`src/rtl/countdown_timer.sv`:
```
// countdown_timer: preset-and-start countdown in 0.1 s steps (SS.t),
// with debounced keys, alarm at 00.0 and a seven-segment display.
// Ports: clk, reset (sync, active-high), KEY0 set (active-low),
//   KEY1 start/pause (active-low), HEX0..2 tenths/units/tens
//   (gfedcba), alarm (in ALARM), running (in RUN).
module countdown_timer #(
  parameter int MIN_COUNT_IN_MS = 100,
  parameter int FREQ_MHZ        = 50,
  parameter int DEBOUNCE_CYCLES = 50000,
  parameter int ALARM_TICKS     = 30
) (
  input  logic       clk,
  input  logic       reset,
  input  logic       KEY0,
  input  logic       KEY1,
  output logic [6:0] HEX0,
  output logic [6:0] HEX1,
  output logic [6:0] HEX2,
  output logic       alarm,
  output logic       running
);

  localparam int TICK_CYCLES =
    FREQ_MHZ * 1000 * MIN_COUNT_IN_MS;
  localparam int DW =
    (TICK_CYCLES > 1) ? $clog2(TICK_CYCLES) : 1;
  localparam int BW =
    (DEBOUNCE_CYCLES > 1) ? $clog2(DEBOUNCE_CYCLES) : 1;
  localparam int AW = $clog2(ALARM_TICKS + 1);

  localparam logic [DW-1:0] DIV_LAST =
    DW'(TICK_CYCLES - 1);
  localparam logic [BW-1:0] DB_LAST =
    BW'(DEBOUNCE_CYCLES - 1);
  localparam logic [AW-1:0] ALM_LAST =
    AW'(ALARM_TICKS - 1);

  localparam logic [1:0] IDLE  = 2'd0;
  localparam logic [1:0] RUN   = 2'd1;
  localparam logic [1:0] PAUSE = 2'd2;
  localparam logic [1:0] ALARM = 2'd3;

  // key path: bit 0 = set, bit 1 = start
  logic [1:0]         keys;
  logic [1:0]         sync1;
  logic [1:0]         sync2;
  logic [1:0]         deb;
  logic [1:0]         press;
  logic [1:0][BW-1:0] dcnt;

  assign keys = {KEY1, KEY0};

  always_ff @(posedge clk) begin
    if (reset) begin
      sync1 <= '1;
      sync2 <= '1;
      deb   <= '1;
      press <= '0;
      dcnt  <= '0;
    end else begin
      sync1 <= keys;
      sync2 <= sync1;
      for (int k = 0; k < 2; k++) begin
        press[k] <= 1'b0;
        if (sync2[k] == deb[k]) begin
          dcnt[k] <= '0;
        end else if (dcnt[k] == DB_LAST) begin
          deb[k]   <= sync2[k];
          dcnt[k]  <= '0;
          // only the falling edge is an event
          press[k] <= ~sync2[k];
        end else begin
          dcnt[k] <= dcnt[k] + 1'b1;
        end
      end
    end
  end

  logic set_p;
  logic start_p;

  assign set_p   = press[0];
  assign start_p = press[1];

  logic [1:0]    state;
  logic [1:0]    state_n;
  logic [DW-1:0] div;
  logic [AW-1:0] atick;
  logic [AW-1:0] atick_n;
  logic          tick;
  logic          timing;
  logic          timing_n;

  logic [3:0] pre_t, pre_u;
  logic [3:0] pre_t_n, pre_u_n;
  logic [3:0] cnt_t, cnt_u, cnt_d;
  logic [3:0] cnt_t_n, cnt_u_n, cnt_d_n;

  logic [3:0] dec_t, dec_u, dec_d;
  logic [3:0] inc_t, inc_u;
  logic       dec_zero;
  logic       pre_nz;

  assign timing   = (state == RUN) ||
                    (state == ALARM);
  assign timing_n = (state_n == RUN) ||
                    (state_n == ALARM);
  assign tick     = timing && (div == DIV_LAST);
  assign pre_nz   = (pre_t != 4'd0) ||
                    (pre_u != 4'd0);

  always_comb begin
    // BCD decrement of the count by one tenth
    dec_d = (cnt_d == 4'd0) ? 4'd9 : cnt_d - 4'd1;
    dec_u = cnt_u;
    dec_t = cnt_t;
    if (cnt_d == 4'd0) begin
      dec_u = (cnt_u == 4'd0) ? 4'd9 : cnt_u - 4'd1;
      if (cnt_u == 4'd0)
        dec_t = cnt_t - 4'd1;
    end
    dec_zero = (dec_t == 4'd0) &&
               (dec_u == 4'd0) &&
               (dec_d == 4'd0);

    // BCD increment of the preset, 99 wraps to 00
    inc_u = (pre_u == 4'd9) ? 4'd0 : pre_u + 4'd1;
    inc_t = pre_t;
    if (pre_u == 4'd9)
      inc_t = (pre_t == 4'd9) ? 4'd0 : pre_t + 4'd1;
  end

  always_comb begin
    state_n = state;
    atick_n = atick;
    pre_t_n = pre_t;
    pre_u_n = pre_u;
    cnt_t_n = cnt_t;
    cnt_u_n = cnt_u;
    cnt_d_n = cnt_d;
    unique case (state)
      IDLE: begin
        if (start_p) begin
          if (pre_nz)
            state_n = RUN;
        end else if (set_p) begin
          pre_t_n = inc_t;
          pre_u_n = inc_u;
          cnt_t_n = inc_t;
          cnt_u_n = inc_u;
          cnt_d_n = 4'd0;
        end
      end
      RUN: begin
        if (tick) begin
          cnt_t_n = dec_t;
          cnt_u_n = dec_u;
          cnt_d_n = dec_d;
        end
        if (tick && dec_zero)
          state_n = ALARM;
        else if (start_p)
          state_n = PAUSE;
      end
      PAUSE: begin
        if (start_p) begin
          state_n = RUN;
        end else if (set_p) begin
          state_n = IDLE;
          cnt_t_n = pre_t;
          cnt_u_n = pre_u;
          cnt_d_n = 4'd0;
        end
      end
      ALARM: begin
        if (set_p || start_p ||
            (tick && atick == ALM_LAST)) begin
          state_n = IDLE;
          cnt_t_n = pre_t;
          cnt_u_n = pre_u;
          cnt_d_n = 4'd0;
        end else if (tick) begin
          atick_n = atick + 1'b1;
        end
      end
      default: state_n = IDLE;
    endcase
    if (state_n == ALARM && state != ALARM)
      atick_n = '0;
  end

  always_ff @(posedge clk) begin
    if (reset) begin
      state <= IDLE;
      atick <= '0;
      div   <= '0;
      pre_t <= 4'd0;
      pre_u <= 4'd0;
      cnt_t <= 4'd0;
      cnt_u <= 4'd0;
      cnt_d <= 4'd0;
    end else begin
      state <= state_n;
      atick <= atick_n;
      pre_t <= pre_t_n;
      pre_u <= pre_u_n;
      cnt_t <= cnt_t_n;
      cnt_u <= cnt_u_n;
      cnt_d <= cnt_d_n;
      // any state change restarts the tick phase
      if (!timing_n || state_n != state)
        div <= '0;
      else if (tick)
        div <= '0;
      else
        div <= div + 1'b1;
    end
  end

  function automatic logic [6:0] seg(
    input logic [3:0] d
  );
    case (d)
      4'd0:    seg = 7'b0111111;
      4'd1:    seg = 7'b0000110;
      4'd2:    seg = 7'b1011011;
      4'd3:    seg = 7'b1001111;
      4'd4:    seg = 7'b1100110;
      4'd5:    seg = 7'b1101101;
      4'd6:    seg = 7'b1111101;
      4'd7:    seg = 7'b0000111;
      4'd8:    seg = 7'b1111111;
      4'd9:    seg = 7'b1101111;
      default: seg = 7'b0000000;
    endcase
  endfunction

  always_ff @(posedge clk) begin
    if (reset) begin
      HEX0    <= 7'b0111111;
      HEX1    <= 7'b0111111;
      HEX2    <= 7'b0111111;
      alarm   <= 1'b0;
      running <= 1'b0;
    end else begin
      HEX0    <= seg(cnt_d);
      HEX1    <= seg(cnt_u);
      HEX2    <= seg(cnt_t);
      alarm   <= (state == ALARM);
      running <= (state == RUN);
    end
  end

endmodule

```
`config.mk`:
```
export PLATFORM = sky130hd
export DESIGN_NAME = countdown_timer
export DESIGN_NICKNAME = d
export VERILOG_FILES = /design/src/rtl/countdown_timer.sv
export SDC_FILE = /design/constraint.sdc
export NUM_CORES = 1
export LEC_CHECK = 0
export BUFFER_PORTS_ARGS = -buffer_cell sky130_fd_sc_hd__buf_2
export CAP_MARGIN = 0
export CORE_MARGIN = 5
export CORE_UTILIZATION = 45
export DETAILED_ROUTE_END_ITERATION = 8
export GPL_ROUTABILITY_DRIVEN = 0
export MAX_ROUTING_LAYER = met4
export PLACE_DENSITY = 0.66
export SYNTH_ARGS = -nofsm -noshare
export SYNTH_HDL_FRONTEND = slang
export SYNTH_SLANG_ARGS = --single-unit
```
`constraint.sdc`:
```
create_clock -name clk -period 2.4 [get_ports clk]
set_input_delay 0.24 -clock clk [delete_from_list [all_inputs] [get_ports clk]]
set_output_delay 0.24 -clock clk [all_outputs]
set_load 0.05 [all_outputs]
```
## Yosys cells after proc, flatten, opt, wreduce, memory -nomap -nowiden

Memory sizes are Yosys's and may differ from the RTL's. A register that Yosys moved wholly into a read port is not among the register bits.
Cells that the tools add are included.

- Register bits: 92
- Bits in latches: 0
- RAM bits: 0
- Memory bits (read-only): 336
- Input bits: 4
- Output and inout bits: 23
- Word-level logic and storage cells: 130
- Memories kept: 3

Memory list:

| memory | words | width | read ports | clocked after memory_dff | wr ports | RTL line | source |
|---|---|---|---|---|---|---|---|
| (name not given) | 16 | 7 | 1 | 1 | 0 | 223 | `case (d)` |
| (name not given) | 16 | 7 | 1 | 1 | 0 | 223 |  |
| (name not given) | 16 | 7 | 1 | 1 | 0 | 223 |  |

- $add $sub $neg: 9
- Multiply operators: 0
- Divide/modulo/power cells: 0
- Order comparisons: 0
- Equal/unequal tests: 23
- Shift operators: 0
- Multiplexer cells: 35
- Bitwise logic cells: 8
- Reduce and logical (&&, ||, !) cells: 34

Operators by type and width:

| operator | number |
|---|---|
| two-way mux 4 bit | 24 |
| adder 16 x 1 -> 16 bit (second input constant) | 2 |
| == test 16 bit (second input constant) | 2 |
| one-hot mux 4 bit (4 select lines) | 2 |
| adder 23 x 1 -> 23 bit (second input constant) | 1 |
| == test 23 bit (second input constant) | 1 |
| zero test 4 bit | 5 |
| != test 2 bit (second input constant) | 8 |
| OR reduction 3 bit | 5 |
| two-way mux 2 bit | 7 |
| one-hot mux 4 bit (3 select lines) | 1 |
| subtractor 4 x 1 -> 4 bit (second input constant) | 3 |
| adder 4 x 1 -> 4 bit (second input constant) | 2 |
| == test 4 bit (second input constant) | 2 |
| inverter 1 bit | 8 |
| one-hot mux 2 bit (4 select lines) | 1 |
| nonzero test 4 bit | 2 |
| == test 2 bit (second input constant) | 3 |
| logical AND 1 bit | 6 |
| logical OR 1 bit | 6 |
| AND reduction 3 bit | 2 |
| AND reduction 6 bit | 1 |
| adder 5 x 1 -> 5 bit (second input constant) | 1 |
| == test 5 bit (second input constant) | 1 |
| other kinds (9) | 13 |

## Longest topological paths before layout

Gate-level depths: netlist of run 1.

- Depth in word-level cells: 14
- Mapped depth: 8
- Mapped depth without buffers: 7

## Worst setup path before layout of run 1

No wires, ideal clock.

- Path kind: flip-flop to flip-flop
- Start point: reg div[0]
- End point: reg cnt_d[3]
- Library setup time: 0.070 ns
- Data arrival time: 2.252 ns
- Data required time: 2.330 ns
- Setup slack: 0.078 ns
- Cell stages (with the launch flop): 8
- Path buffers: 1
- Period minus slack after synthesis: 2.322 ns
- Cells stage by stage: dfxtp_1 ha_1 nand2_1 or4_4 buf_6 o31a_1 or4_1 a21oi_1

- Word-level cells in the longest chain between the ends: 6
- Elaborated cells between the ends (all ways): 7
- Classes of those cells: eq/ne: 3; reduce/logical: 4

RTL lines:

| element | RTL line | source |
|---|---|---|
| start: declaration | 87 | `logic [DW-1:0] div;` |
| start signal: assignment | 216 | `div <= div + 1'b1;` |
| == test 23 bit * | 108 | `assign tick = timing && (div == DIV_LAST);` |
| logical AND 1 bit * | 108 |  |
| logical AND 1 bit | 177 | `(tick && atick == ALM_LAST)) begin` |
| logical OR 1 bit | 176 | `if (set_p \|\| start_p \|\|` |
| != test 2 bit (no source line) | n/a |  |
| AND reduction 4 bit (no source line) * | n/a |  |
| end signal: assignment | 209 | `cnt_d <= cnt_d_n;` |
| end: declaration | 96 | `logic [3:0] cnt_t, cnt_u, cnt_d;` |

Mark *: on every way between the ends. The rest lies on a longest branch, timed or not.
A chain may end at the register's enable or synchronous reset.

## Final worst setup path of run 1

- Start point: reg div[0]
- End point: reg cnt_t[3]

- Word-level cells in the longest chain between the ends: 6
- Elaborated cells between the ends (all ways): 7
- Classes of those cells: eq/ne: 3; reduce/logical: 4

RTL lines:

| element | RTL line | source |
|---|---|---|
| == test 23 bit * | 108 |  |
| logical AND 1 bit * | 108 |  |
| logical AND 1 bit | 177 |  |
| logical OR 1 bit | 176 |  |
| != test 2 bit (no source line) | n/a |  |
| AND reduction 6 bit (no source line) * | n/a |  |
| end signal: assignment | 207 | `cnt_t <= cnt_t_n;` |
| end: declaration | 96 |  |

Marked as above.

==> results.toml, run 1 <==
[run_status]
status = "complete, no violations"

[floorplanning]
die_h_um = 121
rows = 40
pin_count = 27
fp.dieArea_sq_um = 14600
fp.dieW_um = 121
coreArea_sq_um = 12000
initial_core_util_pct = 46.0

[power]
pwr-share-seq_pct = 42.3
power_frac_comb_pct = 0.8
power_mw = 4.45
power_switching_mw = 1.00
peakVddDrop_v = 0.000395
internal_power_mw = 3.45
powerDensity_nw_per_um2 = 675
switching_share_pct = 22.5
p_leak_nw = 2.37
clockPowerShare_pct = 56.8

[logic_synthesis]
postSynth.asyncResetShare_pct = 0
yosysTopAreaCellShare_pct = 41.0
synth_top_family_by_area = "simple AND/OR/NAND/NOR gates"
muxShareOfSynthArea_pct = 1.83
synth_top_cell_by_area = "dfxtp_1"
seq_area_frac_synth_pct = 41.0
ys_ff_latch = 113
ys_warn_count = 0
synth_flop_cell = "dfxtp_1"
synth-adder-area-share_pct = 5.21
avgSynthCellArea_sq_um = 8.41
synth_xor_area_share_pct = 9.51
synth_fp_nets = 684
ys_types = 66
syn_area_sq_um = 5520
synth_compound_area_share_pct = 12.7
syn_inst = 657
ys_top_cells_by_area = "dfxtp_1 (41%), nor2_1 (6.8%), xor2_1 (5.2%)"
synth_edf_count = 0
yosys.area_share.simple_pct = 26.2

[setup_path]
r2r-end = "cnt_t[3]$_SDFFE_PP0P_"
reg2reg_depth = 8
crit_path_max_fanout = 8
cp_slowest_cell = "or4_4"
cp_top_family = "simple AND/OR/NAND/NOR gates"
cp_data_arrival_time_ns = 2.57
cpPeakStageDelay_ns = 0.54
worst_path_most_repeated_cell = "buf_4"
rrSetupSlack_ns = 0.16
cp_cell_sequence = "ha_2 > nand2_1 > or4_4 > buf_4 > o31ai_2 > buf_4 > a31oi_1 > a211oi_2"
r2r-start = "div[0]$_SDFF_PP0_"
cp-endpoint = "cnt_t[3]$_SDFFE_PP0P_"
critPathRequiredTime_ns = 2.73
startpoint = "div[0]$_SDFF_PP0_"
start_kind = "flip-flop"
cp_num_buf_inv = 2
path_depth = 8
timing_worst_setup_path_type = "reg -> reg"
cp-end-kind = "flip-flop"

[final_layout]
multi_input_area_sq_um = 3090
final_common_cell = "dfxtp_1"
ff_latch_area_sq_um = 2260
fin_nets = 732
final_cell_mix = "dfxtp_1 (112), nor2_1 (99), nand2_1 (58), nand3_1 (34), xor2_1 (33)"
antenna_cells = 0
area_growth_syn_to_layout_pct = 19.2
fill_cells = 1122
drive_gt1_share_pct = 14.5

[sta]
period_share_pct = 93.2
worst_hold_slack_ns = 0.0118
fmax_mhz = 447
setup_tns_ns = 0
timing.final.max_slew_violations = 0
hold_violations = 0
timing.slew.headroom_pct = 51.0
fin_crit_ns = 2.24
setup_viol = 0
finClkSkew_ns = 0.0138
rsz0062_at_grt = "false"
tightest_slew_ns = 0.729

[clock_network]
cts.clk_slew.worst_paths_ns = 0.06
clockBufferDepth = 2
numCtsBuffers = 17
clk_root_buffer_cell = "clkbuf_16"
ctsResizeCount = 0
cts_hold_buffers = 0
htreeDepth = 4
clock-sinks = 113
tritoncts = "done"
clock_latency_ns = 0.42
cts_setup_buffers = 0

[min_path]
holdPathStages = 2
hold_path.class = "in -> reg"

[detailed_routing]
drcViolationCount = 0
vias = 4755
wire_per_inst_um = 14.3
first_iter_violations = 367
drt-total-wl_mm = 12.3
via_per_inst = 5.50
ant_nets = 0
firstDrtPassIters = 4

[run]
drv_cap = 0

[global_routing]
grt_pass1_vias = 4584
grt_pass1_wl_mm = 21.3
gr-total-overflow = 0
antenna_found_initial = 0
grt_use_total_pct = 18.4
grt_max_degree = 24

[placed_design]
numPortBuffers = 26
place.detailed.hpwl_mm = 8.60
power by group through the flow:
stage	combinational [mW]	sequential [mW]	clock, mW
global route	0.0401	1.88	2.67
CTS	0.0362	1.88	2.57
global placement	0.0349	1.92	0
finish	0.0360	1.88	2.53
floorplan	0.0235	1.92	0
detailed placement	0.0358	1.92	0
cells by family (layout without fill, tap and decap cells):
logic type / count (synthesis) / after routing
flip-flops: 113 / 113
buffers and inverters: 51 / 112
AND/OR/NAND/NOR: 294 / 294
AO/OA/AOI/OAI: 106 / 106
multiplexers: 10 / 10
adder cells (fa/ha/maj): 23 / 23
XOR/XNOR: 60 / 60
routing by layer:
layer	GRT usage, %	wire length [um]	vias up
met1	23.1	5920	2252
li1	-	-	2403
met5	-	0	-
met2	29.0	5770	88
met4	6.23	163	0
met3	4.82	486	12
worst register-to-register path: cells and delay by family, from the launching register on:
| kind | cells | cell delay [ns] |
|---|---|---|
| AOI/OAI and AO/OA | 3 | 0.59 |
| adders and majority gates | 1 | 0.20 |
| buffers and inverters | 2 | 0.38 |
| DFF | 1 | 0.35 |
| and+or+nand+nor | 2 | 0.63 |
area by class of cell:
cell class                      instances  share of cell area [%]
Sequential cell                       113                    34.4
Timing Repair Buffer                   54                    5.36
Multi-Input combinational cell        493                    46.9
Inverter                               26                    1.48
Clock buffer                           17                    6.46
Tap cell                              147                    2.79
Clock inverter                         15                    2.64
state kept, by name (all words and copies together), names as in the netlist:
| signal | cells |
|---|---|
| HEX1 | 7 |
| div | 23 |
| atick | 5 |
| cnt_d | 4 |
| dcnt | 32 |
| cnt_u | 4 |
| press | 2 |
| HEX0 | 7 |
| state | 2 |
| pre_u | 4 |
| cnt_t | 4 |
| alarm | 1 |
| sync2 | 2 |
| deb | 2 |
| pre_t | 4 |
| HEX2 | 7 |
| running | 1 |
| sync1 | 2 |
through the flow:
step / cell area [sq um] / std cells / util [%] / setup slack [ns]
3_5_place_dp: 5960 / 833 / 49.6 / 0.0639
3_3_place_gp: 5960 / 833 / 49.6 / 0.115
2_1_floorplan: 5520 / 657 / - / 0.0780
5_1_grt: 6580 / 865 / 54.8 / 0.0264
4_1_cts: 6560 / 865 / 54.6 / 0.0686
6_report: 6580 / 865 / 54.8 / 0.163
Yosys cell counts (4+ instances only):
cell / count
dfxtp_1: 113
nor2_1: 100
nand2_1: 58
nand3_1: 34
xor2_1: 33
a21oi_1: 29
o21ai_0: 27
xnor2_1: 27
inv_1: 25
ha_1: 23
clkbuf_1: 22
nor3_1: 17
nand4_1: 15
and3_1: 10
mux2i_1: 9
nand2b_1: 9
nor4_1: 8
a211oi_1: 7
nor4b_1: 6
or4_1: 6
nor2b_1: 5
a221oi_1: 4
or2_2: 4
how the worst min path moves through the flow:
stage                              startpoint             endpoint
after detailed placement  sync1[1]$_SDFF_PP1_  sync2[1]$_SDFF_PP1_
final                                    KEY0  sync1[0]$_SDFF_PP1_
after CTS                                KEY0  sync1[0]$_SDFF_PP1_
after floorplan                          KEY0  sync1[0]$_SDFF_PP1_
after global placement    sync1[1]$_SDFF_PP1_  sync2[1]$_SDFF_PP1_
after global routing                     KEY0  sync1[0]$_SDFF_PP1_
Power figures use the tool's default switching activity.
==> inputs of run 2 (changes only) <==
SETUP_SLACK_MARGIN = 0.5   (was not set)
==> run 2 against run 1 <==
  * Register-to-register slack improved by 0.19 ns
  * Cell count increased by 1.7%
  * First-iteration DRC count fell by 11%
  * Fmax rose by 9.1%
  * Routed wire length rose by 5.8%
  * Cell area rose by 7.2%
  * Core utilization is 4.0 points higher
  * Count of clock-buffer cells in the layout grew 5
  * Non-clock buffer count rose by 14
  * Sequential share of layout area decreased by 2.1 points
  * Clock skew fell by 0.0086 ns
  * Highest routed layer unchanged
==> results.toml, run 2 (synthesis gave the netlist of run 1 again) <==
[detailed_routing]
wl_met3_um = 634
drt-total-wl_mm = 13.1
via_per_inst = 5.48
vias = 4826
m1WireLength_mm = 6.04
met2WireLength_mm = 6.17
ant_nets = 0
wire_per_inst_um = 14.8
highest_layer = "met4"
drcViolationCount = 0
first_iter_violations = 327
firstDrtPassIters = 5

[min_path]
holdPathStages = 2
hold_path.class = "in -> reg"

[sta]
setup_viol = 0
rsz0062_at_grt = "true"
period_share_pct = 85.4
fin_crit_ns = 2.05
fmax_mhz = 488
finClkSkew_ns = 0.00516
timing.slew.headroom_pct = 52.3
tightest_slew_ns = 0.709
timing.final.max_slew_violations = 0
hold_violations = 0
setup_tns_ns = 0

[power]
power_mw = 4.76
powerDensity_nw_per_um2 = 675
p_leak_nw = 2.58
peakVddDrop_v = 0.000473

[floorplanning]
fp.dieArea_sq_um = 14600
fp.dieW_um = 121
die_h_um = 121
initial_core_util_pct = 46.0
coreArea_sq_um = 12000
pin_count = 27
rows = 40

[final_layout]
area_growth_syn_to_layout_pct = 27.8
final_cell_mix = "dfxtp_1 (105), nor2_1 (93), nand2_1 (55), buf_4 (39)"
largest_reg_flops = 32
antenna_cells = 0
fin_nets = 747
final_common_cell = "dfxtp_1"
reg_top3 = "dcnt x32, div x23"
drive_gt1_share_pct = 22.0
largest_register = "dcnt"

[setup_path]
rrSetupSlack_ns = 0.35
critPathRequiredTime_ns = 2.74
cp-end-kind = "flip-flop"
cpPeakStageDelay_ns = 0.54
cp_top_family = "simple AND/OR/NAND/NOR gates"
cp_cell_sequence = "ha_4 > nand2_4 > or4_4 > o22a_4 > or4_1 > a21oi_1"
start_kind = "flip-flop"
cp_num_buf_inv = 0
crit_path_max_fanout = 8
cp_data_arrival_time_ns = 2.39
path_depth = 6
reg2reg_depth = 6
cp_slowest_cell = "or4_4"
timing_worst_setup_path_type = "reg -> reg"

[clock_network]
cts.clk_slew.worst_paths_ns = 0.05
clockBufferDepth = 2
htreeDepth = 4
clock_latency_ns = 0.41
numCtsBuffers = 17
cts_hold_buffers = 0
clock-sinks = 113
tritoncts = "done"
clk_root_buffer_cell = "clkbuf_16"

[global_routing]
gr-total-overflow = 0
antenna_found_initial = 0
grt_pass1_wl_mm = 21.7
grt_use_total_pct = 18.8
grt_pass1_vias = 4698
grt_max_degree = 24

[placed_design]
numPortBuffers = 26
place.detailed.hpwl_mm = 8.64

[run]
drv_cap = 0

[run_status]
status = "complete, no violations"
==> run 2: what timing repair did <==
item / 4_1_cts / 5_1_grt
buffers inserted: 15 / 7
gates cloned: 1 / 0
gates resized for setup: 37 / 27
pin swaps: 15 / 9
endpoints found under the setup margin: 57 / 45
==> run 2: worst paths after layout <==
kind / end / start
max: cnt_d[3]$_SDFFE_PP0P_ / div[1]$_SDFF_PP0_
min: sync1[0]$_SDFF_PP1_ / KEY0
max reg2reg: cnt_d[3]$_SDFFE_PP0P_ / div[1]$_SDFF_PP0_
min reg2reg: sync2[1]$_SDFF_PP1_ / sync1[1]$_SDFF_PP1_
==> run 2: layout make-up <==
type | count | area [sq um]
clock inverters | 10 | 205
well taps | 147 | 184
fillers | 996 | 4950
clock buffers | 22 | 464
inverters | 26 | 105
multi-input cells | 494 | 3360
flip-flops and latches | 113 | 2280
repair buffers | 68 | 465
==> run 2: through the flow <==
step / hold slack, ns / cells / utilization, % / instance area, sq um / setup WS (ns)
after global placement: 0.397 / 825 / 49.4 / 5940 / 0.241
final: 0.0222 / 880 / 58.8 / 7060 / 0.349
after global routing: 0.0112 / 880 / 58.8 / 7060 / 0.312
after detailed placement: 0.399 / 825 / 49.4 / 5940 / 0.160
after floorplan: 0.344 / 657 / - / 5590 / 0.304
after CTS: 0.00709 / 873 / 57.2 / 6870 / 0.331
==> run 2: metal layers <==
metal / track usage, % / up-vias
met5: - / -
met4: 7.58 / 0
met3: 5.00 / 20
met2: 29.7 / 122
met1: 22.8 / 2261
li1: - / 2423
==> run 2: power by group <==
| group | switching (mW) | internal, mW | total (mW) |
|---|---|---|---|
| Clock | 0.846 | 2.00 | 2.84 |
| Combinational | 0.0276 | 0.0115 | 0.0390 |
| Sequential | 0.00285 | 1.88 | 1.88 |
| Total | 0.876 | 3.89 | 4.76 |
==> inputs of run 3 (changes only) <==
REMOVE_ABC_BUFFERS = 1   (was not set)
==> run 3 against run 2 <==
  * Core utilization shrank 0.26 points
  * Cell area shrank 0.44%
  * Count of clock-buffer cells in the layout grew 5
  * Fmax up 2.1%
  * Clock skew rose by 0.0052 ns
  * Sequential power barely moved
  * Setup slack improved by 0.043 ns
  * Sequential cell count unchanged
  * Register-to-register slack improved by 0.04 ns
  * Global-route usage grew 0.37 points
  * Routed wire length grew 1.8%
  * Largest power group unchanged
  * Sequential share of layout area grew 0.072 points
==> results.toml, run 3 (synthesis gave the netlist of run 1 again) <==
[detailed_routing]
drt-total-wl_mm = 13.3
vias = 4882
via_per_inst = 5.55
first_iter_violations = 395
drcViolationCount = 0
wire_per_inst_um = 15.1
ant_nets = 0
firstDrtPassIters = 5

[sta]
finClkSkew_ns = 0.0103
setup_tns_ns = 0
period_share_pct = 83.6
rsz0062_at_grt = "true"
timing.slew.headroom_pct = 53.1
tightest_slew_ns = 0.697
fmax_mhz = 498
timing.final.max_slew_violations = 0
hold_violations = 0
fin_crit_ns = 2.01
setup_viol = 0

[global_routing]
gr-total-overflow = 0
antenna_found_initial = 0
grt_pass1_wl_mm = 22.0
grt_use_total_pct = 19.1
grt_pass1_vias = 4671
grt_max_degree = 24

[clock_network]
clock_latency_ns = 0.42
numCtsBuffers = 17
htreeDepth = 4
clock-sinks = 113
tritoncts = "done"
clockBufferDepth = 2
cts.clk_slew.worst_paths_ns = 0.05
clk_root_buffer_cell = "clkbuf_16"

[min_path]
hold_path.class = "in -> reg"

[floorplanning]
coreArea_sq_um = 12000
initial_core_util_pct = 46.0
fp.dieW_um = 121
fp.dieArea_sq_um = 14600
die_h_um = 121
pin_count = 27
rows = 40

[power]
p_leak_nw = 2.59
powerDensity_nw_per_um2 = 645
peakVddDrop_v = 0.000575

[final_layout]
drive_gt1_share_pct = 21.1
final_cell_mix = "dfxtp_1 (105), nor2_1 (96), nand2_1 (55), buf_4 (37), nand3_1 (34)"
antenna_cells = 0
largest_reg_flops = 32
largest_register = "dcnt"
reg_top3 = "dcnt x32, div x23"
area_growth_syn_to_layout_pct = 27.2
final_common_cell = "dfxtp_1"
finalNonFillerCells = 880
fin_nets = 748

[run_status]
status = "complete, no violations"

[setup_path]
start_kind = "flip-flop"
timing_worst_setup_path_type = "reg -> reg"
crit_path_max_fanout = 3
critPathRequiredTime_ns = 2.75
cp_data_arrival_time_ns = 2.35
cp-end-kind = "flip-flop"

[placed_design]
dp_cells = 833
numPortBuffers = 26
place.detailed.hpwl_mm = 8.59

[run]
drv_cap = 0
==> run 3: cell count changes in the layout (fill, tap and decap cells not counted), moves of 3 or more <==
cell,previous run,this run
clkbuf_8,2,6
a211oi_2,4,1
inv_2,1,4
inv_4,3,0
a211oi_1,3,6
nor2_1,93,96
bufinv_16,6,3
==> run 3: per-stage QoR <==
stage	hold WS (ns)	instance area, sq um	setup slack [ns]	power (mW)	utilization [%]
final	0.0206	7030	0.392	4.53	58.5
after global routing	0.0273	7030	0.288	4.69	58.5
after CTS	0.00534	6830	0.401	4.58	56.9
after detailed placement	0.398	5960	0.122	1.96	49.6
after global placement	0.397	5960	0.163	1.96	49.6
after floorplan	0.309	5420	0.133	1.94	-
==> run 3: final cells by class <==
cell class	count	area (sq um)
repair buffers	69	502
inverters	26	97.6
well taps	147	184
clock inverters	4	95.1
fillers	1024	4980
clock buffers	27	523
multi-input cells	494	3350
flip-flops and latches	113	2270
==> run 3: repair_timing <==
action                     4_1_cts  5_1_grt
pin swaps                       19       17
setup buffers                    8        7
resized for setup               46       25
cloned                           1        0
hold buffers                     0        0
setup endpoints to repair       57       42
==> run 3: layer usage <==
layer  vias up  GRT usage (%)  part of all wire (%)  wire [um]
met4         0           7.08                   1.5        195
li1       2429              -                     -          -
met1      2314           22.1                    44       5910
met5         -              -                     0          0
met2       121           32.1                    50       6640
met3        18           4.96                   4.1        545
==> run 3: power by group <==
group / leakage (nW) / internal, mW / total, mW / switching (mW)
Clock: 0.304 / 1.79 / 2.61 / 0.823
Sequential: 0.916 / 1.88 / 1.88 / 0.00251
Combinational: 1.37 / 0.0105 / 0.0377 / 0.0272
==> run 3: worst paths after layout <==
| kind | endpoint | slack [ns] | cells past startpoint | startpoint |
|---|---|---|---|---|
| worst min register to register | sync2[0]$_SDFF_PP1_ | 0.41 | 1 | sync1[0]$_SDFF_PP1_ |
| worst max-delay path | cnt_d[3]$_SDFFE_PP0P_ | 0.39 | 6 | div[1]$_SDFF_PP0_ |
| worst max register to register | cnt_d[3]$_SDFFE_PP0P_ | 0.39 | 6 | div[1]$_SDFF_PP0_ |
| worst min-delay path | sync1[1]$_SDFF_PP1_ | 0.02 | 2 | KEY1 |
==> run 3: worst max-delay path, stage by stage, from the launching register on <==
cell and delay [ns]:
dfxtp_4 0.36, ha_4 0.15, nand2_4 0.05, or4_4 0.52, o31a_1 0.27, or4_1 0.46, a21oi_1 0.13
